File: src/rtl/pux_si_pkg.sv
// Shared state, status-code and opcode-field definitions for the PUX
// multi-channel stream interface.
package pux_si_pkg;

  typedef logic [1:0] state_t;
  localparam state_t ST_IDLE = 2'd0;
  localparam state_t ST_LOAD = 2'd1;
  localparam state_t ST_REQ  = 2'd2;
  localparam state_t ST_STAT = 2'd3;

  typedef logic [1:0] status_code_t;
  localparam status_code_t CODE_OK       = 2'b00;
  localparam status_code_t CODE_LEN_ERR  = 2'b01;
  localparam status_code_t CODE_MASK_ERR = 2'b10;
  localparam status_code_t CODE_SEQ_ERR  = 2'b11;

  // The status code occupies the two MSBs of the status word.
  function automatic int code_msb(input int dataw);
    return dataw - 1;
  endfunction

  function automatic int code_lsb(input int dataw);
    return dataw - 2;
  endfunction

  function automatic int mask_lsb();
    return 0;
  endfunction

  function automatic int mask_msb(input int nch);
    return nch - 1;
  endfunction

  function automatic int len_lsb(input int nch);
    return nch;
  endfunction

  function automatic int len_msb(input int opcw);
    return opcw - 1;
  endfunction

endpackage

File: src/rtl/pux_si_fifo.sv
// Per-channel first-word-fall-through FIFO; the head reads as zero when empty.
module pux_si_fifo #(
  parameter int DATAW = 16,
  parameter int DEPTH = 16
) (
  input  logic                     clk,
  input  logic                     rst_n,
  input  logic                     push,
  input  logic [DATAW-1:0]         push_data,
  input  logic                     pop,
  input  logic                     flush,
  output logic [DATAW-1:0]         rd_data,
  output logic                     empty,
  output logic                     full,
  output logic [$clog2(DEPTH):0]   count
);

  localparam int AW = $clog2(DEPTH);

  logic [DATAW-1:0] mem [DEPTH];
  logic [AW-1:0]    wr_ptr;
  logic [AW-1:0]    rd_ptr;
  logic             do_push;
  logic             do_pop;

  assign empty   = (count == '0);
  assign full    = (count == (AW+1)'(DEPTH));
  assign do_push = push && !full;
  assign do_pop  = pop && !empty;
  assign rd_data = empty ? '0 : mem[rd_ptr];

  // Storage carries no reset; the count alone decides what is valid.
  always_ff @(posedge clk) begin
    if (do_push && !flush) begin
      mem[wr_ptr] <= push_data;
    end
  end

  always_ff @(posedge clk or negedge rst_n) begin
    if (!rst_n) begin
      wr_ptr <= '0;
      rd_ptr <= '0;
      count  <= '0;
    end else if (flush) begin
      wr_ptr <= '0;
      rd_ptr <= '0;
      count  <= '0;
    end else begin
      if (do_push) begin
        wr_ptr <= wr_ptr + AW'(1);
      end
      if (do_pop) begin
        rd_ptr <= rd_ptr + AW'(1);
      end
      case ({do_push, do_pop})
        2'b10:   count <= count + (AW+1)'(1);
        2'b01:   count <= count - (AW+1)'(1);
        default: ;
      endcase
    end
  end

endmodule

File: src/rtl/pux_si_mc.sv
// PUX multi-channel stream interface: latches an opcode, buffers operands per
// channel, hands them to the arithmetic core and returns one status word.
module pux_si_mc
  import pux_si_pkg::*;
#(
  parameter int OPCW  = 8,
  parameter int DATAW = 16,
  parameter int NCH   = 3,
  parameter int DEPTH = 16
) (
  input  logic                 axis_clk,
  input  logic                 axis_rstn,
  input  logic [OPCW-1:0]      axis_opcode_data,
  input  logic                 axis_opcode_valid,
  output logic                 axis_opcode_ready,
  input  logic [NCH*DATAW-1:0] axis_op_data,
  input  logic [NCH-1:0]       axis_op_valid,
  output logic [NCH-1:0]       axis_op_ready,
  output logic [DATAW-1:0]     axis_status_data,
  output logic                 axis_status_valid,
  input  logic                 axis_status_ready,
  output logic                 stream_request,
  input  logic [NCH-1:0]       core_rd_en,
  output logic [NCH*DATAW-1:0] core_rd_data,
  input  logic                 core_done
);

  localparam int LENW     = OPCW - NCH + 1;
  localparam int CW       = $clog2(DEPTH) + 1;
  localparam int MSK_LSB  = mask_lsb();
  localparam int MSK_MSB  = mask_msb(NCH);
  localparam int LEN_LSB  = len_lsb(NCH);
  localparam int LEN_MSB  = len_msb(OPCW);
  localparam int CODE_MSB = code_msb(DATAW);
  localparam int CODE_LSB = code_lsb(DATAW);

  state_t                   state, state_n;
  logic [OPCW-1:0]          opcode_q, opcode_n;
  status_code_t             code_q, code_n;
  logic                     seq_err, seq_err_n;
  logic [NCH-1:0][LENW-1:0] cnt, cnt_n;

  logic [NCH-1:0]           mask_q, mask_n, mask_in;
  logic [LENW-1:0]          len_q, len_n, len_in;

  logic [NCH-1:0]           push, pop_ok, pop_bad, leftover, chan_done;
  logic [NCH-1:0]           empty, full;
  logic [NCH-1:0][CW-1:0]   fifo_count;
  logic                     flush;

  logic                     opcode_ready_n, stream_request_n, status_valid_n;
  logic [NCH-1:0]           op_ready_n;
  logic [DATAW-1:0]         status_data_n;

  // Length is one wider than its opcode field so the +1 never wraps.
  assign mask_in = axis_opcode_data[MSK_MSB:MSK_LSB];
  assign len_in  = {1'b0, axis_opcode_data[LEN_MSB:LEN_LSB]} + LENW'(1);
  assign mask_q  = opcode_q[MSK_MSB:MSK_LSB];
  assign len_q   = {1'b0, opcode_q[LEN_MSB:LEN_LSB]} + LENW'(1);

  assign push = axis_op_valid & axis_op_ready & ~full;

  always_comb begin
    state_n   = state;
    opcode_n  = opcode_q;
    code_n    = code_q;
    seq_err_n = seq_err;
    cnt_n     = cnt;
    flush     = 1'b0;
    pop_ok    = '0;
    pop_bad   = '0;
    leftover  = '0;
    chan_done = '0;

    for (int c = 0; c < NCH; c++) begin
      if (state == ST_REQ && core_rd_en[c]) begin
        if (mask_q[c] && !empty[c]) begin
          pop_ok[c] = 1'b1;
        end else begin
          pop_bad[c] = 1'b1;
        end
      end
      // A pop in the same cycle as core_done is applied before the check.
      leftover[c] = (fifo_count[c] != CW'(pop_ok[c]));
    end

    case (state)
      ST_IDLE: begin
        if (axis_opcode_valid && axis_opcode_ready) begin
          opcode_n  = axis_opcode_data;
          cnt_n     = '0;
          seq_err_n = 1'b0;
          if (mask_in == '0) begin
            code_n  = CODE_MASK_ERR;
            state_n = ST_STAT;
          end else if (int'(len_in) > DEPTH) begin
            code_n  = CODE_LEN_ERR;
            state_n = ST_STAT;
          end else begin
            code_n  = CODE_OK;
            state_n = ST_LOAD;
          end
        end
      end
      ST_LOAD: begin
        for (int c = 0; c < NCH; c++) begin
          cnt_n[c]     = cnt[c] + LENW'(push[c]);
          chan_done[c] = !mask_q[c] || (cnt_n[c] == len_q);
        end
        if (&chan_done) begin
          state_n = ST_REQ;
        end
      end
      ST_REQ: begin
        seq_err_n = seq_err || (|pop_bad);
        if (core_done) begin
          if (|leftover) begin
            seq_err_n = 1'b1;
          end
          flush   = 1'b1;
          code_n  = seq_err_n ? CODE_SEQ_ERR : CODE_OK;
          state_n = ST_STAT;
        end
      end
      ST_STAT: begin
        if (axis_status_valid && axis_status_ready) begin
          state_n = ST_IDLE;
        end
      end
      default: ;
    endcase

    // Outputs are registered, so they are derived from the next-cycle state.
    mask_n           = opcode_n[MSK_MSB:MSK_LSB];
    len_n            = {1'b0, opcode_n[LEN_MSB:LEN_LSB]} + LENW'(1);
    opcode_ready_n   = (state_n == ST_IDLE);
    stream_request_n = (state_n == ST_REQ);
    status_valid_n   = (state_n == ST_STAT);
    for (int c = 0; c < NCH; c++) begin
      op_ready_n[c] = (state_n == ST_LOAD) && mask_n[c] && (cnt_n[c] < len_n);
    end
    status_data_n = '0;
    if (status_valid_n) begin
      status_data_n[OPCW-1:0]          = opcode_n;
      status_data_n[CODE_MSB:CODE_LSB] = code_n;
    end
  end

  always_ff @(posedge axis_clk or negedge axis_rstn) begin
    if (!axis_rstn) begin
      state             <= ST_IDLE;
      opcode_q          <= '0;
      code_q            <= CODE_OK;
      seq_err           <= 1'b0;
      cnt               <= '0;
      axis_opcode_ready <= 1'b0;
      axis_op_ready     <= '0;
      stream_request    <= 1'b0;
      axis_status_valid <= 1'b0;
      axis_status_data  <= '0;
    end else begin
      state             <= state_n;
      opcode_q          <= opcode_n;
      code_q            <= code_n;
      seq_err           <= seq_err_n;
      cnt               <= cnt_n;
      axis_opcode_ready <= opcode_ready_n;
      axis_op_ready     <= op_ready_n;
      stream_request    <= stream_request_n;
      axis_status_valid <= status_valid_n;
      axis_status_data  <= status_data_n;
    end
  end

  for (genvar c = 0; c < NCH; c++) begin : g_ch
    pux_si_fifo #(
      .DATAW (DATAW),
      .DEPTH (DEPTH)
    ) u_fifo (
      .clk       (axis_clk),
      .rst_n     (axis_rstn),
      .push      (push[c]),
      .push_data (axis_op_data[c*DATAW +: DATAW]),
      .pop       (pop_ok[c]),
      .flush     (flush),
      .rd_data   (core_rd_data[c*DATAW +: DATAW]),
      .empty     (empty[c]),
      .full      (full[c]),
      .count     (fifo_count[c])
    );
  end

endmodule

File: config.mk
export PLATFORM = sky130hd
export DESIGN_NAME = pux_si_mc
export DESIGN_NICKNAME = d
export VERILOG_FILES = /design/src/rtl/pux_si_pkg.sv /design/src/rtl/pux_si_fifo.sv /design/src/rtl/pux_si_mc.sv
export SDC_FILE = /design/constraint.sdc
export NUM_CORES = 1
export LEC_CHECK = 0
export ABC_AREA = 0
export CAP_MARGIN = 20
export CORE_MARGIN = 5
export CORE_UTILIZATION = 60
export DETAILED_ROUTE_END_ITERATION = 6
export DONT_BUFFER_PORTS = 1
export PLACE_DENSITY = 0.76
export SYNTH_ARGS = -nofsm -noshare
export SYNTH_HDL_FRONTEND = slang
export SYNTH_SLANG_ARGS = --single-unit
File: constraint.sdc
create_clock -name axis_clk -period 4.21 [get_ports axis_clk]
set_clock_uncertainty 0.2 [all_clocks]
set_input_delay 0.842 -clock axis_clk [delete_from_list [all_inputs] [get_ports axis_clk]]
set_output_delay 0.842 -clock axis_clk [all_outputs]
set_load 0.005 [all_outputs]
-- After elaboration in Yosys (flattened, before gate mapping)
Memories as Yosys holds them, arrays and structs flattened.
Index checks and enable logic that the tools add are counted.
- reductions and logical operators: 57
- add/subtract/negate cells: 18
- order comparisons: 4
- equality and inequality tests: 22
- bitwise operators: 3
- multiplexer cells: 66
- operators by type and width (cell ; count):
    $mux W16 ; 3
    $mux W4 ; 12
    $pmux W18 S2 ; 1
    $pmux W5 S2 ; 3
    $mux W1 ; 26
    $add A4 B1 Y4 const B ; 6
    $mux W8 ; 3
    $logic_and A1 B1 Y1 ; 23
    $mux W2 ; 11
    $add A5 B1 Y6 const B ; 3
    $add A6 B1 Y6 ; 3
    $eq A6 B6 Y1 ; 3
    $lt A6 B6 Y1 ; 3
    $mux W18 ; 1
    $add A5 B1 Y5 const B ; 3
    $eq A5 B5 Y1 const B ; 3
    $logic_not A5 Y1 ; 3
    $mux W5 ; 3
    $ne A5 B1 Y1 ; 3
    $sub A5 B1 Y5 const B ; 3
    $eq A2 B2 Y1 const B ; 7
    $reduce_bool A2 Y1 ; 7
    $eq A2 B1 Y1 const B ; 5
    $logic_not A1 Y1 ; 10
    14 further kinds ; 22
- memories: 3
- register bits: 86
- memory bits (writable): 768
- bits of input ports: 67
- output and inout bits: 70
- logic and storage cells: 194
- memories (memory ; depth ; width ; read ports ; clocked after Yosys merged registers in ; wr ports ; RTL line ; text):
    g_ch[0].u_fifo.mem ; 16 ; 16 ; 1 ; 0 ; 1 ; pux_si_fifo.sv:20 ; logic [DATAW-1:0] mem [DEPTH];
    g_ch[1].u_fifo.mem ; 16 ; 16 ; 1 ; 0 ; 1 ; pux_si_fifo.sv:20 ;
    g_ch[2].u_fifo.mem ; 16 ; 16 ; 1 ; 0 ; 1 ; pux_si_fifo.sv:20 ;

-- Logic depth before layout (Yosys ltp)
Gate-level depths: netlist (run 1).
- depth after elaboration: 14
- mapped depth: 14

-- Hierarchy
Synthesis (run 1) repeated with hierarchy kept, for this count alone.
- cell total of the unflattened synthesis: 1833
- area total of the unflattened synthesis: 34835.9 µm²
- by module, submodules not included (module ; cells each ; area each (µm²) ; instances ; seq. area each (µm²)):
    pux_si_fifo at g_ch[1].u_fifo ... ; 504 ; 10608.9 ; 2 ; 8012.7
    pux_si_fifo at g_ch[0].u_fifo ; 505 ; 10613.9 ; 1 ; 8012.7
    pux_si_mc ; 320 ; 3004.1 ; 1 ; 1176.1

-- Worst setup path before layout (run 1)
No wires, ideal clock.
- path type: input to register
- from: in axis_op_valid[1]
- to: mem g_ch[1].u_fifo.mem[0][0] (enable)
- path slack: 0.638 ns
- stages on the path: 4
- arrival time: 2.942 ns
- buffers on the path: 0
- cells stage by stage: nand2_1 > a21oi_2 > nand2_1 > nor4_1
- word-level cells in the longest chain between the ends: 6
- RTL lines (item ; RTL line ; text):
    start, declared ; pux_si_mc.sv:17 ; input logic [NCH-1:0] axis_op_valid,
    $and A3 B3 Y3 (2 in a row) ; pux_si_mc.sv:61 ; assign push = axis_op_valid & axis_op_ready & ~full;
    $logic_and A1 B1 Y1 ; pux_si_fifo.sv:28 ; assign do_push = push && !full;
    $logic_and A1 B1 Y1 ; pux_si_fifo.sv:34 ; if (do_push && !flush) begin
    $mux W1 ; pux_si_fifo.sv:34 ;
    $mux W1 (implied by the code) ; pux_si_fifo.sv:35 ; mem[wr_ptr] <= push_data;
    end, declared ; pux_si_fifo.sv:20 ;
Every way passes these cells.

-- Worst setup path after layout (run 1)
- from: reg g_ch[2].u_fifo.rd_ptr[0]
- to: out core_rd_data[38]
- word-level cells in the longest chain between the ends: 2
- RTL lines (item ; RTL line ; text):
    start, declared ; pux_si_fifo.sv:22 ; logic [AW-1:0] rd_ptr;
    start signal, assigned ; pux_si_fifo.sv:53 ; rd_ptr <= rd_ptr + AW'(1);
    $mem_v2 Z16 W16 ; n/a ;
    $mux W16 ; pux_si_fifo.sv:30 ; assign rd_data = empty ? '0 : mem[rd_ptr];
    end, declared ; pux_si_mc.sv:24 ; output logic [NCH*DATAW-1:0] core_rd_data,
Every way passes these cells.

==> results of run 1 <==
[through the flow]
step                power (mW)  utilization (%)  area (µm²)
finish                   21.73            67.80       38890
global route             22.66            67.80       38890
detailed placement       14.33            62.86       36060
CTS                      21.93            67.80       38890
floorplan                13.11                -       34530
global placement         14.22            62.86       36060
[layer usage]
layer	global-route usage [%]	routed length (µm)	up-vias
li1	-	-	7107
met1	32.74	28570	8909
met2	39.52	37900	629
met3	5.106	5519	116
met4	6.914	1876	0
met5	0	0	-
[cell usage after synthesis, types with 2 or more instances]
| cell type | instances |
|---|---|
| buf_2 | 19 |
| buf_1 | 11 |
| o21ai_0 | 32 |
| dfrtp_1 | 86 |
| mux2_2 | 2 |
| and2_1 | 15 |
| nor4_1 | 4 |
| a21o_1 | 10 |
| nor2_1 | 91 |
| nand4_1 | 9 |
| nand3_1 | 23 |
| or4_1 | 4 |
| nor2b_1 | 52 |
| or2_2 | 2 |
| a211oi_1 | 4 |
| mux2i_1 | 19 |
| o31ai_1 | 2 |
| and4_1 | 2 |
| nor3b_1 | 2 |
| a22o_1 | 6 |
| nor3_1 | 19 |
| fa_1 | 3 |
| edfxtp_1 | 768 |
| clkbuf_1 | 47 |
| mux4_2 | 240 |
| xnor2_1 | 33 |
| or3_1 | 5 |
| nand2b_1 | 9 |
| nand2_1 | 46 |
| buf_4 | 7 |
| o41ai_1 | 3 |
| nor3_2 | 2 |
| inv_1 | 28 |
| xor2_1 | 32 |
| ha_1 | 47 |
| a31oi_1 | 2 |
| a21oi_1 | 15 |
[registers in the layout, indices dropped and copies added, names as in the netlist, 2 cells and up]
name,cells
cnt,18
g_ch.u_fifo.count,15
g_ch.u_fifo.mem,768
axis_op_ready,3
g_ch.u_fifo.wr_ptr,12
g_ch.u_fifo.rd_ptr,12
code_q,2
opcode_q,8
axis_status_data,10
state,2
[repair_timing]
item / in CTS / in global routing
hold buffers: 2 / 0
endpoints found under the setup margin: 0 / 0
gates resized for setup: 0 / 0
hold endpoints to repair: 86 / 0
[kinds of logic after synthesis]
family          count (synthesis)  share of synthesized area (%)
compound gates                 83                          1.526
xor+xnor                       65                          1.649
fa+ha+maj                      50                          1.878
buf+inv                       112                          1.363
flops                         854                          73.05
mux                           261                          16.28
other cells                     1                        0.01087
simple gates                  291                          4.241
[worst paths after layout]
check                           slack, ns  cells after the start                       end                     start
worst max-delay path                 0.20                      4          core_rd_data[38]  g_ch[2].u_fifo.rd_ptr[0]
worst max register to register       0.60                     11   g_ch[1].u_fifo.count[4]                  state[1]
min in group asynchronous            0.63                      2  g_ch[1].u_fifo.rd_ptr[0]                 axis_rstn
worst min register to register       0.37                      1                    cnt[6]                    cnt[6]
worst min-delay path                 0.11                      0  g_ch[0].u_fifo.mem[7][5]           axis_op_data[5]
max in group asynchronous            2.82                      2  g_ch[0].u_fifo.rd_ptr[0]                 axis_rstn
[area by class of cell]
class	count	share of cell area (%)
Sequential cell	854	64.87
Multi-Input combinational cell	756	23.15
Clock buffer	108	5.880
Tap cell	765	2.461
Timing Repair Buffer	86	2.072
Clock inverter	49	1.306
Inverter	28	0.2702
[worst max-delay path, stage by stage, from the launching register on]
cell	delay [ns]
dfrtp_4	0.85
buf_4	0.32
mux4_2	0.52
mux4_2	0.48
nor2b_1	0.16
[where the power goes]
group          internal, mW  leakage (nW)  switching [mW]
sequential             9.53          8.03           0.489
combinational          2.05          3.35            2.08
clock                  4.46          1.37            3.11
total                  16.0          12.8            5.68
==> summary.md, run 1 <==
| Metric | Value |
|---|---|
| Most common cell after layout, fill and taps aside | `edfxtp_1` |
| DRT iter0 DRCs | `1556` |
| Post-synth top flop | `edfxtp_1` |
| Synth area leader | `edfxtp_1` |
| Worst Hold Slack | `0.1071 ns` |
| CP max FO | `31` |
| DRT Pass-1 Iters | `5` |
| Via density | `6.334` |
| Final Non-Filler Cells | `2646` |
| CP Capture Type | `primary output` |
| Status | `finished clean` |
| Ratio of cells with drive above 1 in the final layout | `26.69%` |
| Lkg Pwr | `12.76 nW` |
| Gr usage total | `23.83%` |
| First-pass GRT wire length | `between 100000 and 150000 µm` |
| Largest net degree at the start of global routing | `87` |
| Clock root buffer | `clkbuf_16` |
| Count of final setup violators | `0` |
| Period utilisation layout | `95.23%` |
| Die Wd | `249.8 µm` |
| PD cells | `558.7 mW/mm²` |
| Number of synthesized register bits | `854` |
| Async SR Flop Fraction | `roughly a tenth` |
| Multi-input combinational cell area | `0.009002 mm²` |
| Slew @ Worst Pin | `1.124 ns` |
| Clock buffer count from CTS | `85` |
| Worst hold path type | `input port to register` |
| Final GP Congestion | `0.8367` |
| Post-synth cell types | `53` |
| Port bufs | `0` |
| Worst IR Drop VDD | `0.0005040 V` |
| Ys Warns | `0` |
| Initial Utilization | `60.17%` |
| CTS Sinks | `854` |
| Max Root-Sink Buffers | `3` |
| CP Class | `register to primary output` |
| Startpoint Class | `register` |
| Fin. max-slew vios | `0` |
| CTS tree | `built` |
| Die area | `0.06242 mm²` |
| Hpwl dp | `approximately 43000 µm` |
| Setup_tns | `0 ns` |
| Final Hold Fails | `0` |
| Mean Syn Cell Area | `20.10 µm²` |
| Commonest non-fill, non-tap cells in the layout | `edfxtp_1 (768), mux4_2 (240), clkbuf_16 (88)` |
| Post-synth EDFFs | `approximately 770` |
| Fillers | `between 3000 and 4000` |
| Post-CTS Setup Bufs | `0` |
| Number of antenna diodes | `0` |
| Final WL | `~74000 µm` |
| Number of routed nets with antenna violations | `0` |
| NumNets Final | `1928` |
| WP data required | `3.17 ns` |
| Max Freq | `249.4 MHz` |
| IO Count | `137` |
| Sequential area share after synthesis | `73.05%` |
| Area grow syn2layout | `12.69%` |
| H-tree depth | `3` |
| GRT overflow | `0` |
| Cells after synthesis | `1717` |
| Die H | `249.8 µm` |
| Post-Place Cells | `between 2000 and 2500` |
| Core Area | `0.05737 mm²` |
| Top cell type's share of synthesized area | `66.82%` |
| Number of max-cap violations | `0` |
| Vias after detailed routing | `roughly 17000` |
| Vias in the first global route | `17299` |
| Unrepaired setup endpoints after global routing | `no` |
| CTS clk-pin slew, worst paths | `about 0.060 ns` |
| Avg WL per Cell | `about 28 µm` |
| Rel. slew slack | `approximately 25%` |
| Antenna violations before repair | `0` |
| Standard-cell rows | `about 90` |
| Fin worst setup slack | `around 0.20 ns` |
| Clock latency on the worst-skew pair | `0.62 ns` |
| Synthesized area | `0.03451 mm²` |
| Top post-synthesis cells by area | `edfxtp_1 (67%), mux4_2 (16%), dfrtp_1 (6.2%)` |
| DRC | `0` |
| Setup slack after placement | `0.6693 ns` |
| Min Clock Period, post-route | `4.009 ns` |
| CP arrival | `roughly 3.0 ns` |
| FF/Latch Area | `about 0.025 mm²` |
Note: power is estimated with default switching activity, not from simulation.
==> inputs of run 2 (changes only) <==
--- a/config.mk
+++ b/config.mk
@@ -5,8 +5,8 @@
 export SDC_FILE = /design/constraint.sdc
 export NUM_CORES = 1
 export LEC_CHECK = 0
-export ABC_AREA = 0
 export CAP_MARGIN = 20
+export CORE_ASPECT_RATIO = 0.9
 export CORE_MARGIN = 5
 export CORE_UTILIZATION = 60
 export DETAILED_ROUTE_END_ITERATION = 6
==> summary.md, run 2 (synthesis results as in run 1) <==
| Metric | Value |
|---|---|
| Startpoint Class | `register` |
| Status | `finished clean` |
| NumNets Final | `1924 (-0.21%)` |
| Port bufs | `0 (unchanged)` |
| Worst hold path type | `input port to register` |
| GRT overflow | `0 (unchanged)` |
| Slew @ Worst Pin | `1.110 ns (-0.01377 ns)` |
| Pwr Total | `21.68 mW (-0.25%)` |
| Via density | `6.340 (about the same)` |
| Ratio of cells with drive above 1 in the final layout | `26.60% (-0.089 points)` |
| Power share of the sequential group | `45.8% (-0.3 points)` |
| Unrepaired setup endpoints after global routing | `no` |
| CP Capture Type | `primary output` |
| Final cell utilization of the core | `68.05% (+0.25 points)` |
| PD cells | `558.7 mW/mm² (about the same)` |
| Lkg Pwr | `12.70 nW (-0.46%)` |
| Worst Hold Slack | `0.1033 ns (-0.003783 ns)` |
| Final Hold Fails | `0 (unchanged)` |
| Avg WL per Cell | `27.97 µm (+0.20%)` |
| Gr usage total | `23.96% (+0.13 points)` |
| CP max FO | `25 (-19%)` |
| Count of final setup violators | `0 (unchanged)` |
| Sw Pwr | `5.742 mW (+1.0%)` |
| Clock buffer count from CTS | `84 (-1.2%)` |
| Final WL | `73870 µm (about the same)` |
| Largest net degree at the start of global routing | `87 (unchanged)` |
| Worst IR Drop VDD | `0.0003717 V (-26%)` |
| Vias in the first global route | `17340 (+0.24%)` |
| Die area | `0.06243 mm² (about the same)` |
| Clock root buffer | `clkbuf_16` |
| Die H | `237.5 µm (-4.9%)` |
| DRT Pass-1 Iters | `7 (+2)` |
| Post-CTS Setup Bufs | `0 (unchanged)` |
| Number of routed nets with antenna violations | `0 (unchanged)` |
| Final GP Congestion | `0.8490 (+1.5%)` |
| IO Count | `137 (unchanged)` |
| Clock share of power | `34.9% (about the same)` |
| Hpwl dp | `41620 µm (-4.0%)` |
| Power share of the combinational group | `19.3% (+0.3 points)` |
| CP arrival | `2.91 ns (-0.06 ns)` |
| Commonest non-fill, non-tap cells in the layout | `edfxtp_1 (768), mux4_2 (240), clkbuf_16 (84)` |
| Int Power | `15.93 mW (-0.71%)` |
| Min Clock Period, post-route | `3.955 ns (-0.05439 ns)` |
| Worst Hold Depth | `0 (unchanged)` |
| DRC | `0 (unchanged)` |
| First-pass GRT wire length | `112000 µm (+0.93%)` |
| CTS clk-pin slew, worst paths | `0.06 ns (about the same)` |
| Standard-cell rows | `83 (-5.7%)` |
| Fillers | `3461 (-1.8%)` |
| CP Class | `register to primary output` |
| Clock latency on the worst-skew pair | `0.63 ns (about the same)` |
| Setup_tns | `0 ns (unchanged)` |
| Period utilisation layout | `93.94% (-1.3 points)` |
| CTS tree | `built` |
| FF/Latch Area | `0.02523 mm² (unchanged)` |
| Multi-input combinational cell area | `0.008995 mm² (about the same)` |
| DRT iter0 DRCs | `1798 (+16%)` |
| R2r worst-path depth | `11 (unchanged)` |
| Max Root-Sink Buffers | `3 (unchanged)` |
| Largest regs | `g_ch.u_fifo.mem x768, cnt x18, g_ch.u_fifo.count x15` |
| Reg2Reg Setup Slack | `0.67 ns (+0.07 ns)` |
| Die Wd | `262.8 µm (+5.2%)` |
| Largest register FFs | `768 (unchanged)` |
| CTS Sinks | `854 (unchanged)` |
| Area grow syn2layout | `12.42%` |
| Max Freq | `252.8 MHz (+1.4%)` |
| WP data required | `3.17 ns (about the same)` |
| Number of max-cap violations | `0 (unchanged)` |
| H-tree depth | `3 (unchanged)` |
| Core Area | `0.05701 mm² (-0.61%)` |
| Fin. max-slew vios | `0 (unchanged)` |
| Vias after detailed routing | `16745 (-0.095%)` |
| Initial Utilization | `60.54% (+0.37 points)` |
| Sw Ratio | `26.49% (+0.34 points)` |
| Most common cell after layout, fill and taps aside | `edfxtp_1` |
| Antenna violations before repair | `0 (unchanged)` |
| Number of antenna diodes | `0 (unchanged)` |
| Rel. slew slack | `25.98% (+0.92 points)` |
| Top reg by flops | `g_ch.u_fifo.mem` |
-- run 2: cell count changes in the layout (fill, tap and decap cells not counted), sizes merged --
cell and change:
clkinv -10, buf -3, clkinvlp +5, inv +3
-- run 2: worst paths after layout --
| kind | from | endpoint |
|---|---|---|
| setup / recovery | g_ch[1].u_fifo.rd_ptr[0] | core_rd_data[29] |
| hold / removal | axis_op_data[8] | g_ch[0].u_fifo.mem[1][8] |
| setup reg to reg | state[1] | g_ch[1].u_fifo.count[4] |
| hold reg to reg | cnt[17] | cnt[17] |
| max in group asynchronous | axis_rstn | g_ch[0].u_fifo.rd_ptr[0] |
| min in group asynchronous | axis_rstn | cnt[8] |
-- run 2: repair_timing --
action	in CTS	in global routing
hold endpoints to repair	86	0
hold buffers	2	0
resized for setup	0	0
-- run 2: power by group through the flow --
stage | clock network [mW] | logic [mW] | registers (mW)
4_1_cts | 7.69 | 4.24 | 9.94
6_report | 7.56 | 4.19 | 9.93
2_1_floorplan | 0 | 3.23 | 9.88
3_3_place_gp | 0 | 4.07 | 10.1
5_1_grt | 8.08 | 4.55 | 9.98
3_5_place_dp | 0 | 4.16 | 10.1
-- run 2: cell type report --
class | count | area share (%)
Tap cell | 765 | 2.467
Timing Repair Buffer | 83 | 1.857
Multi-Input combinational cell | 756 | 23.18
Inverter | 28 | 0.2709
Clock inverter | 47 | 1.470
Sequential cell | 854 | 65.02
Clock buffer | 108 | 5.727
-- run 2: critical path, cell delays in order, from the launching register on --
cell and delay, ns:
dfrtp_4 0.75, buf_4 0.31, mux4_2 0.55, mux4_2 0.48, nor2b_1 0.18
-- run 2: per-layer routing --
layer | share of wire, % | wire length (µm) | GRT usage [%] | vias up
met5 | 0 | 0 | 0 | -
met4 | 2.4 | 1759 | 5.579 | 0
met3 | 7.1 | 5266 | 5.351 | 142
met2 | 51 | 37310 | 39.83 | 651
met1 | 40 | 29540 | 33.52 | 8853
li1 | - | - | - | 7099
-- run 2: per-stage QoR --
step	cells	setup slack, ns	area, µm²
floorplan	1722	0.6380	34530
global placement	2484	0.8077	35970
detailed placement	2484	0.7215	35970
CTS	2641	0.1504	38800
global route	2641	0.07793	38800
finish	2641	0.2551	38800
==> variant 1, RTL diff (settings of run 2) <==
The parameter `OPCW` goes from 8 to 12.
--- a/src/rtl/pux_si_mc.sv
+++ b/src/rtl/pux_si_mc.sv
@@ -5,3 +5,3 @@
 #(
-  parameter int OPCW  = 8,
+  parameter int OPCW  = 12,
   parameter int DATAW = 16,
Interface: changed (resized axis_opcode_data); port bits go from 137 to 141. No check against the original RTL was run, so the function may have changed too.
==> variant 1 against run 2 <==
  * Synthesized area grew 5.0%
  * Worst setup slack gained 0.043 ns
  * Sequential share of layout area shrank 1.8 points
  * Routed wire length grew 6.9%
  * Total power grew 0.33%
  * Final area grew 4.8%
  * Sequential cell count grew 20
  * Clock power shrank 2%
==> variant 1: results (changes against run 2) <==
outcome: complete, no violations
Yosys cell types: 67 (+26%)
pre-CTS WS: 0.0577 ns (-0.664 ns)
Total GRT Usage: 0.247 (+0.00711)
Lkg Pwr: 0.0134 µW (+5.8%)
WL/cell: 27.3 µm (-2.3%)
final worst path period share: 0.929 (-0.0101)
register area share after synthesis: 0.710 (-0.0210)
first-pass GRT wire length: 120000 µm (+7.3%)
worst vdd rail ir drop: 0.464 mV (+25%)
vias per std cell: 6.39 (+0.72%)
via count: 18456 (+10%)
initial antenna violation count: 2 (+2)
internal reg-to-reg setup slack: 0.30 ns (-0.37 ns)
placed cell area: 0.0379 mm² (+5.4%)
post-placement cell count: 2733 (+10%)
Layout area overhead: 12.2%
Slew headroom: 0.229 (-0.0310)
Worst R2R Start: g_ch[0].u_fifo.count[1]
Worst Hold End: g_ch[1].u_fifo.mem[1][13]
hold path startpoint: axis_op_data[29]
crit path DAT: 4.19 ns (+1.28 ns)
nets: 2174 (+13%)
largest net degree at the start of global routing: 107 (+23%)
initial drt markers: 1693 (-5.8%)
main area contributors after synthesis: edfxtp_1 64%, mux4_2 15%, dfrtp_1 7.3%
r2r endpoint: axis_op_ready[2]
Hold WS: 0.103 ns (-0.0000380 ns)
HPWL Detailed: 47200 µm (+13%)
variant 1: changes by cell type after synthesis, sizes merged, moves of 15 or more:
cell	delta
a21oi	+15
nor2	+21
nand2	+32
inv	+16
o21ai	+20
dfrtp	+20
xnor2	+24
nor3	+19
variant 1: cell families after synthesis:
group,count (synthesis),share of synthesized area
simple gates,384,0.0526
compound gates,140,0.0244
flops,874,0.710
xor+xnor,89,0.0227
other cells,1,0.000103
mux,259,0.154
fa+ha+maj,62,0.0220
buf+inv,131,0.0142
variant 1: cell type report:
class	count	area, µm²
fillers	3715	19200
well taps	783	980
diodes	1	2.50
clock inverters	48	417
multi-input cells	936	10200
flip-flops and latches	874	25700
repair buffers	99	911
clock buffers	105	2310
inverters	44	165
variant 1: metal layers:
layer,routed length [µm],track usage
met2,38800,0.392
met4,2050,0.0668
met1,32500,0.357
met3,5560,0.0515
met5,13,0
variant 1: worst register-to-register path, cell delays in order, from the launching register on:
cell	delay, ns
dfrtp_1	0.41
or3_1	0.19
nor2_1	0.07
a21oi_1	0.33
ha_1	0.29
nand4_1	0.14
nor4_1	0.43
xor3_1	0.29
or3b_1	0.39
nor4_2	0.32
o221ai_2	0.19
o31ai_2	0.42
nor3_1	0.12
variant 1: power groups by stage:
| stage | Combinational, µW | Sequential, µW | Clock (µW) |
|---|---|---|---|
| floorplan | 3090 | 10100 | 0 |
| global placement | 4050 | 10300 | 0 |
| detailed placement | 4150 | 10300 | 0 |
| CTS | 4210 | 10100 | 7550 |
| global route | 4600 | 10200 | 8000 |
| finish | 4200 | 10100 | 7430 |
variant 1: timing repair:
action | CTS | global route
hold buffers | 2 | 0
hold endpoints to repair | 106 | 0
setup endpoints to repair | 0 | 1
setup buffers | 0 | 1
gates resized for setup | 0 | 0
==> variant 2, RTL diff (config.mk and constraints of run 2) <==
Without the edit above. Make the reset (`axis_rstn` and `rst_n`) synchronous in 2 clocked blocks.
--- a/src/rtl/pux_si_fifo.sv
+++ b/src/rtl/pux_si_fifo.sv
@@ -38,3 +38,3 @@
 
-  always_ff @(posedge clk or negedge rst_n) begin
+  always_ff @(posedge clk) begin
     if (!rst_n) begin
--- a/src/rtl/pux_si_mc.sv
+++ b/src/rtl/pux_si_mc.sv
@@ -148,3 +148,3 @@
 
-  always_ff @(posedge axis_clk or negedge axis_rstn) begin
+  always_ff @(posedge axis_clk) begin
     if (!axis_rstn) begin
Function: differs if axis_rstn is asserted again (counterexample within 4 cycles, from zero or initial values and one cycle with axis_rstn low); with axis_rstn held inactive, the same outputs for 4 cycles.
==> variant 2 against run 2 <==
  * Sequential share of layout area shrank 0.35 points
  * Routed wire length shrank 1.4%
  * Sequential cell count grew 12
  * Worst setup slack lost 0.026 ns
  * Final area shrank 0.21%
  * Critical path depth is the same
  * Synthesized area grew 0.37%
  * Critical endpoint is now core_rd_data[41]
Power is not compared: it rests on default switching activity, and its combinational part moved more than twofold at a synthesized area within 25%.
==> variant 2: results (changes against run 2) <==
Synth Area in Adders: 0.0198 (+0.00101)
highest attainable clock frequency: 251 MHz (-0.65%)
internal reg-to-reg setup slack: 0.61 ns (-0.06 ns)
slowest cell on the critical path: dfxtp_4
pre-CTS WS: 0.498 ns (-0.224 ns)
crit path to: core_rd_data[41]
crit path DAT: 2.94 ns (+0.03 ns)
clock network area share: 0.0687 (-0.00324)
HPWL Detailed: 41500 µm (-0.20%)
Yosys cell types: 60 (+13%)
vias in the first global route: 17539 (+1.1%)
initial drt markers: 1500 (-17%)
first-pass GRT wire length: 110000 µm (-1.8%)
largest net degree at the start of global routing: 65 (-25%)
gpl congestion: 0.848 (-0.16%)
outcome: complete, no violations
nets: 1984 (+3.1%)
Signal buffers: 77 (-7.2%)
Num CTS Buffers: 83 (-1.2%)
post-synthesis xor/xnor area fraction: 0.0178 (+0.00128)
Synth top cells by count: 768 x edfxtp_1, 240 x mux4_2, 135 x nor2_1
TritonRoute pass-1 iters: 5 (-2)
via count: 16911 (+0.99%)
Yosys reg bits: 866 (+1.4%)
mux cell area share after synthesis: 0.159 (-0.00349)
main area contributors after synthesis: edfxtp_1 67%, mux4_2 16%, dfxtp_1 5.7%
## variant 2: routing by layer
| layer | share of wire | GRT usage | wire, µm |
|---|---|---|---|
| met1 | 0.38 | 0.316 | 27900 |
| met2 | 0.52 | 0.399 | 37500 |
| met3 | 0.076 | 0.0495 | 5570 |
| met4 | 0.024 | 0.0640 | 1730 |
| met5 | 0.0013 | 0.0113 | 97 |
## variant 2: where the power goes
group,internal (µW),switching [µW]
Clock,4130,3100
Combinational,225,391
Sequential,9390,70.7
Total,13800,3570
## variant 2: worst min-delay path by stage
stage / startpoint / depth (start not counted) / to
global route: axis_op_data[0] / 0 / g_ch[0].u_fifo.mem[11][0]
floorplan: g_ch[1].u_fifo.count[4] / 2 / g_ch[1].u_fifo.count[4]
detailed placement: g_ch[1].u_fifo.count[4] / 2 / g_ch[1].u_fifo.count[4]
CTS: axis_op_data[10] / 0 / g_ch[0].u_fifo.mem[8][10]
finish: axis_op_data[1] / 0 / g_ch[0].u_fifo.mem[15][1]
global placement: g_ch[1].u_fifo.count[4] / 2 / g_ch[1].u_fifo.count[4]
## variant 2: through the flow
step	hold slack (ns)	instances	util
after floorplan	0.272	1789	-
after global routing	0.0676	2697	0.678
final	0.102	2697	0.678
after detailed placement	0.297	2544	0.631
after CTS	0.0623	2697	0.678
after global placement	0.292	2544	0.631
## variant 2: kinds of logic (layout without fill, tap and decap cells)
family	after synthesis	in the layout
flip-flops	866	866
AO/OA/AOI/OAI	101	101
buffers and inverters	117	260
adder cells (fa/ha/maj)	53	53
XOR/XNOR	63	63
multiplexers	250	250
other	1	6
AND/OR/NAND/NOR	333	333
## variant 2: worst max-delay path: cells and delay by family, from the launching register on
family,cells,cell delay [ns]
buf+inv,1,0.33
flops,1,0.77
mux,2,1.01
simple gates,1,0.19
